$ cat config.mk
export PLATFORM = sky130hd
export DESIGN_NAME = spi_slave_flat
export DESIGN_NICKNAME = d
export VERILOG_FILES = /design/src/rtl/spi_slave_if.sv /design/src/rtl/spi_slave.sv /design/src/flat_wrapper.sv
export SDC_FILE = /design/constraint.sdc
export NUM_CORES = 1
export LEC_CHECK = 0
export ABC_AREA = 1
export ABC_CLOCK_PERIOD_IN_PS = 2200
export BUFFER_PORTS_ARGS = -buffer_cell sky130_fd_sc_hd__buf_2
export CORE_MARGIN = 1
export CORE_UTILIZATION = 64
export CTS_BUF_LIST = sky130_fd_sc_hd__clkbuf_2
export DETAILED_ROUTE_END_ITERATION = 8
export PLACE_DENSITY = 0.87
export SYNTH_ARGS = -nofsm -noshare
export SYNTH_HDL_FRONTEND = slang
export SYNTH_SLANG_ARGS = --single-unit
$ cat constraint.sdc
create_clock -name clk -period 2.2 [get_ports clk]
set_clock_uncertainty 0.05 [all_clocks]
set_input_delay 0.22 -clock clk [delete_from_list [all_inputs] [get_ports clk]]
set_output_delay 0.22 -clock clk [all_outputs]
set_load 0.005 [all_outputs]
$ cat src/rtl/spi_slave_if.sv
// Bus between the SPI slave front end and its RAM/SPI peers.
// The slave modport is the SPI-slave side; master is the SPI host plus the RAM.
interface spi_slave_if;
  logic       SS_n;
  logic       MOSI;
  logic       MISO;
  logic [9:0] rx_data;
  logic       rx_valid;
  logic [7:0] tx_data;
  logic       tx_valid;

  modport slave  (input  SS_n, MOSI, tx_data, tx_valid,
                  output MISO, rx_data, rx_valid);
  modport master (output SS_n, MOSI, tx_data, tx_valid,
                  input  MISO, rx_data, rx_valid);
endinterface

$ cat src/rtl/spi_slave.sv
// SPI slave: deserialises 10-bit command words for the RAM and, on read-data
// frames, serialises the RAM's response byte back out on MISO.
module spi_slave #(
  parameter int TX_TIMEOUT = 4
) (
  input  logic         clk,
  input  logic         rst_n,
  spi_slave_if.slave   bus
);

  localparam int WW = (TX_TIMEOUT > 1) ? $clog2(TX_TIMEOUT) : 1;
  localparam logic [WW-1:0] W_LAST = WW'(TX_TIMEOUT - 1);

  typedef enum logic [2:0] {
    IDLE, CHK_CMD, WRITE, READ_ADD, READ_DATA, RD_WAIT, RD_SHIFT, HOLD
  } state_t;

  state_t      state, state_d;
  logic [3:0]  cnt, cnt_d;
  logic [WW-1:0] wcnt, wcnt_d;
  logic [8:0]  rx_sh, rx_sh_d;
  logic [6:0]  tx_sh, tx_sh_d;
  logic [9:0]  rx_data_q, rx_data_d;
  logic        rx_valid_q, rx_valid_d;
  logic        miso_q, miso_d;
  logic        rd_addr_done, rd_addr_done_d;
  logic        rx_state;

  assign rx_state     = (state == WRITE) || (state == READ_ADD) || (state == READ_DATA);
  assign bus.MISO     = miso_q;
  assign bus.rx_data  = rx_data_q;
  assign bus.rx_valid = rx_valid_q;

  always_ff @(posedge clk or negedge rst_n) begin
    if (!rst_n) begin
      state        <= IDLE;
      cnt          <= '0;
      wcnt         <= '0;
      rx_sh        <= '0;
      tx_sh        <= '0;
      rx_data_q    <= '0;
      rx_valid_q   <= 1'b0;
      miso_q       <= 1'b0;
      rd_addr_done <= 1'b0;
    end else begin
      state        <= state_d;
      cnt          <= cnt_d;
      wcnt         <= wcnt_d;
      rx_sh        <= rx_sh_d;
      tx_sh        <= tx_sh_d;
      rx_data_q    <= rx_data_d;
      rx_valid_q   <= rx_valid_d;
      miso_q       <= miso_d;
      rd_addr_done <= rd_addr_done_d;
    end
  end

  // Deselect wins over everything outside IDLE.
  always_comb begin
    state_d = state;
    if (state != IDLE && bus.SS_n) begin
      state_d = IDLE;
    end else begin
      case (state)
        IDLE:      if (!bus.SS_n) state_d = CHK_CMD;
        CHK_CMD:   state_d = !bus.MOSI   ? WRITE :
                             rd_addr_done ? READ_DATA : READ_ADD;
        WRITE,
        READ_ADD:  if (cnt == 4'd9) state_d = HOLD;
        READ_DATA: if (cnt == 4'd9) state_d = RD_WAIT;
        RD_WAIT:   if (bus.tx_valid) state_d = RD_SHIFT;
                   else if (wcnt == W_LAST) state_d = HOLD;
        RD_SHIFT:  if (cnt == 4'd7) state_d = HOLD;
        HOLD:      state_d = HOLD;
        default:   state_d = IDLE;
      endcase
    end
  end

  always_comb begin
    cnt_d          = cnt;
    wcnt_d         = '0;
    rx_sh_d        = rx_sh;
    tx_sh_d        = tx_sh;
    rx_data_d      = rx_data_q;
    rx_valid_d     = 1'b0;
    miso_d         = 1'b0;
    rd_addr_done_d = rd_addr_done;

    if (state_d != state)
      cnt_d = '0;
    else if (rx_state || state == RD_SHIFT)
      cnt_d = cnt + 4'd1;

    if (state == RD_WAIT && state_d == RD_WAIT)
      wcnt_d = wcnt + 1'b1;

    if (!bus.SS_n) begin
      if (rx_state) begin
        rx_sh_d = {rx_sh[7:0], bus.MOSI};
        if (cnt == 4'd9) begin
          rx_valid_d = 1'b1;
          rx_data_d  = {rx_sh, bus.MOSI};
          if (state == READ_ADD)  rd_addr_done_d = 1'b1;
          if (state == READ_DATA) rd_addr_done_d = 1'b0;
        end
      end
      // MSB goes out the cycle after capture; the rest trails from tx_sh.
      if (state == RD_WAIT && bus.tx_valid) begin
        miso_d  = bus.tx_data[7];
        tx_sh_d = bus.tx_data[6:0];
      end
      if (state == RD_SHIFT && cnt != 4'd7) begin
        miso_d  = tx_sh[6];
        tx_sh_d = {tx_sh[5:0], 1'b0};
      end
    end
  end

endmodule

$ cat src/flat_wrapper.sv
// flat-port wrapper written by rule: the top's interface ports become plain ports
module spi_slave_flat 
#(
  parameter int TX_TIMEOUT = 4
)
  (clk, rst_n, bus_SS_n, bus_MOSI, bus_tx_data, bus_tx_valid, bus_MISO, bus_rx_data, bus_rx_valid);
  spi_slave_if bus_i ();
  input  logic clk;
  input  logic rst_n;
  input wire logic [$bits(bus_i.SS_n)-1:0] bus_SS_n;
  input wire logic [$bits(bus_i.MOSI)-1:0] bus_MOSI;
  input wire logic [$bits(bus_i.tx_data)-1:0] bus_tx_data;
  input wire logic [$bits(bus_i.tx_valid)-1:0] bus_tx_valid;
  output wire logic [$bits(bus_i.MISO)-1:0] bus_MISO;
  output wire logic [$bits(bus_i.rx_data)-1:0] bus_rx_data;
  output wire logic [$bits(bus_i.rx_valid)-1:0] bus_rx_valid;
  assign bus_i.SS_n = bus_SS_n;
  assign bus_i.MOSI = bus_MOSI;
  assign bus_i.tx_data = bus_tx_data;
  assign bus_i.tx_valid = bus_tx_valid;
  assign bus_MISO = bus_i.MISO;
  assign bus_rx_data = bus_i.rx_data;
  assign bus_rx_valid = bus_i.rx_valid;
  spi_slave #(.TX_TIMEOUT(TX_TIMEOUT)) u_core (.clk(clk), .rst_n(rst_n), .bus(bus_i));
endmodule
==> summary.md <==
| Metric | Value |
|---|---|
| Status | complete, but fails checks |
| Failing checks | DRC |
| Die Span X | 56.8 um |
| Routability cong. | 0.777 |
| I/O pin count | 25 |
| Largest net degree at the start of global routing | 39 |
| Final Setup Violations | 0 |
| Seq/Total Area, Yosys | 0.495 |
| HPWL Detailed | 2.21 mm |
| Synth Area in Compound Gates | 0.135 |
| Adder-cell share of the synthesized area | 0.0195 |
| Core area | 2810 um^2 |
| CTS Root Cell | clkbuf_2 |
| Setup WS pre-CTS | 0.473 ns |
| Most frequent cells in the layout | nand2_1 (48), dfrtp_1 (38), inv_1 (29) |
| RSZ-0062 raised after global routing | no |
| Synth area leader | dfrtp_1 |
| Clock Path Buffers | 2 |
| Grt met2 use | 0.386 |
| Post-Synthesis Cells | 216 |
| GRT Total Usage | 0.225 |
| FILL cells | 211 |
| Startpoint types | flop |
| Clock transition at path regs | 0.18 ns |
| Largest cells by area after synthesis | dfrtp_1 (49%), nand2_1 (9.4%), o21ai_0 (6.3%), inv_1 (5.7%), o21ai_2 (4.6%) |
| Synth cell types | 25 |
| Fmax | 573 MHz |
| Largest family of logic cells by synthesized area | simple AND/OR/NAND/NOR gates |
| Final hold vios | 0 |
| Initial DRC Count | 82 |
| Setup Crit Path Kind | reg2reg |
| Diode count | 0 |
| Residual DRC count | 4 |
| Fraction of layout cells with a size suffix above 1 | 0.236 |
| Most common cell after layout, fill and taps aside | nand2_1 |
| First-pass GRT wire length | 5.53 mm |
| Final WS setup | 0.456 ns |
| Num CTS Buffers | 5 |
| Post-Syn Area per Cell | 8.90 um^2 |
| Met3 Use GR | 0.0461 |
| Busiest grt layer | met2 |
| Fin crit share | 0.793 |
| Via density | 5.21 |
| CP endpoint kind | flop |
| TritonCTS Sinks | 38 |
| Die area | 3230 um^2 |
| Via count | 1,422 |
| Vias in the first global route | 1,356 |
| Setup tns final | 0 ns |
| Syn nets | 232 |
| Leak pwr | 0.00110 uW |
| H-tree lvl count | 2 |
| First-pass DRT Iterations | 6 |
| Mapped cell area | 1920 um^2 |
| CP max FO | 16 |
| Post-CTS Setup Bufs | 0 |
| Slew Limit Fails | 0 |
| Hold crit path type | in2reg |
| Crit path DAT | 2.01 ns |
| Initial antenna violation count | 0 |
| Xor and xnor fraction of the mapped netlist area | 0.0137 |
| Global route total overflow | 0 |
| Final min period | 1.74 ns |
| Die Ht | 56.8 um |
| CTS tree | built |
| Final wirelength | 3.12 mm |
| Met1 Track Usage GR | 0.272 |
| Worst-Margin Slew | 0.808 ns |
| Clk Latency, worst-skew pair | 0.38 ns |
| YS warnings | 0 |
| Register bit count reported by yosys | 38 |
| Antenna Nets Post-Route | 0 |
| Max-Slew Margin vs Limit | 0.462 |
| Initial Util | 0.685 |
| Peak VDD IR | 0.846 mV |
| Reg2Reg Setup Slack | 0.46 ns |
| Crit path required time | 2.46 ns |
| Placed Cells | 264 |
| Post-DR wirelength/cell | 11.4 um |
| Final std cells w/o fill | 273 |
| Mux cell area share after synthesis | 0.00521 |
| Pwr/cell area | 1090 nW/um^2 |
| Layout area overhead | 9.64% |
| # nets final | 257 |
| # rows | 19 |
| Synth Area in Simple Gates | 0.223 |
| # port buffers | 24 |
| Synth top area share | 0.495 |
| Max_cap viols | 0 |
## sequential cells by signal, indices dropped and copies added, names as in the netlist
name and cells:
u_core.bus.MISO 1, u_core.bus.rx_data 10, u_core.bus.rx_valid 1, u_core.cnt 4
u_core.rd_addr_done 1, u_core.rx_sh 9, u_core.state 3, u_core.tx_sh 7
u_core.wcnt 2
## critical path: stages, from the launching register on
cell	delay (ns)
dfrtp_1	0.46
ha_1	0.23
nand3_1	0.15
nand4_4	0.23
a21oi_4	0.36
nand3_1	0.10
o21ai_0	0.09
## cell usage after synthesis, drive strengths merged
library cell and n:
dfrtp 38, buf 8, nand4 5, clkinv 1, nand3 15, a21oi 6
nor2 17, xor2 2, nand2 51, mux2i 1, inv 33, or2 1
o21ai 34, xnor2 1, ha 3
## per-layer routing
metal	vias to the layer above	routed length [um]	share of wire
met5	-	0	0
met4	0	56	0.018
met3	7	175	0.056
met2	38	1420	0.46
met1	645	1460	0.47
li1	732	-	-
## repair_timing
item,CTS,global route
gates resized for setup,0,0
hold endpoints to repair,38,0
hold buffers,1,0
## layout make-up
cell class              count  area [um^2]  area share
multi-input cells         136          762       0.362
inverters                  34          129      0.0612
clock inverters             3         63.8      0.0303
clock buffers               5         25.0      0.0119
well taps                  31         38.8      0.0184
flip-flops and latches     38          951       0.451
repair buffers             26          138      0.0653
## through the flow
stage                     cell area, um^2  hold slack (ns)  utilization  power, uW
after floorplan                      1920           -0.126            -       1660
after global placement               2010            0.302        0.716       1740
after detailed placement             2010            0.300        0.716       1770
after CTS                            2110          0.00911        0.751       2300
after global routing                 2110           0.0334        0.751       2450
final                                2110           0.0181        0.751       2290
## path summary, 6_finish.rpt
kind	end	from	cells past startpoint
min	u_core.bus.MISO	bus_tx_data[7]	3
max in group asynchronous	u_core.tx_sh[0]	rst_n	2
max	u_core.tx_sh[0]	u_core.cnt[0]	6
min reg2reg	u_core.wcnt[0]	u_core.wcnt[0]	1
max reg2reg	u_core.tx_sh[0]	u_core.cnt[0]	6
min in group asynchronous	u_core.bus.rx_data[5]	rst_n	2
## power by group
part / total (uW) / leakage [uW] / internal, uW / switching, uW
clock: 525 / 0.0000506 / 303 / 223
combinational: 720 / 0.000552 / 254 / 466
sequential: 1040 / 0.000499 / 876 / 165
total: 2290 / 0.00110 / 1430 / 853
## kinds of logic (layout without fill, tap and decap cells)
| kind of cell | count (synthesis) | after routing |
|---|---|---|
| AO/OA/AOI/OAI | 40 | 40 |
| XOR/XNOR | 3 | 3 |
| adder cells (fa/ha/maj) | 3 | 3 |
| buffers and inverters | 42 | 68 |
| flip-flops | 38 | 38 |
| multiplexers | 1 | 1 |
| AND/OR/NAND/NOR | 89 | 89 |
(Power assumes the default switching activity.)
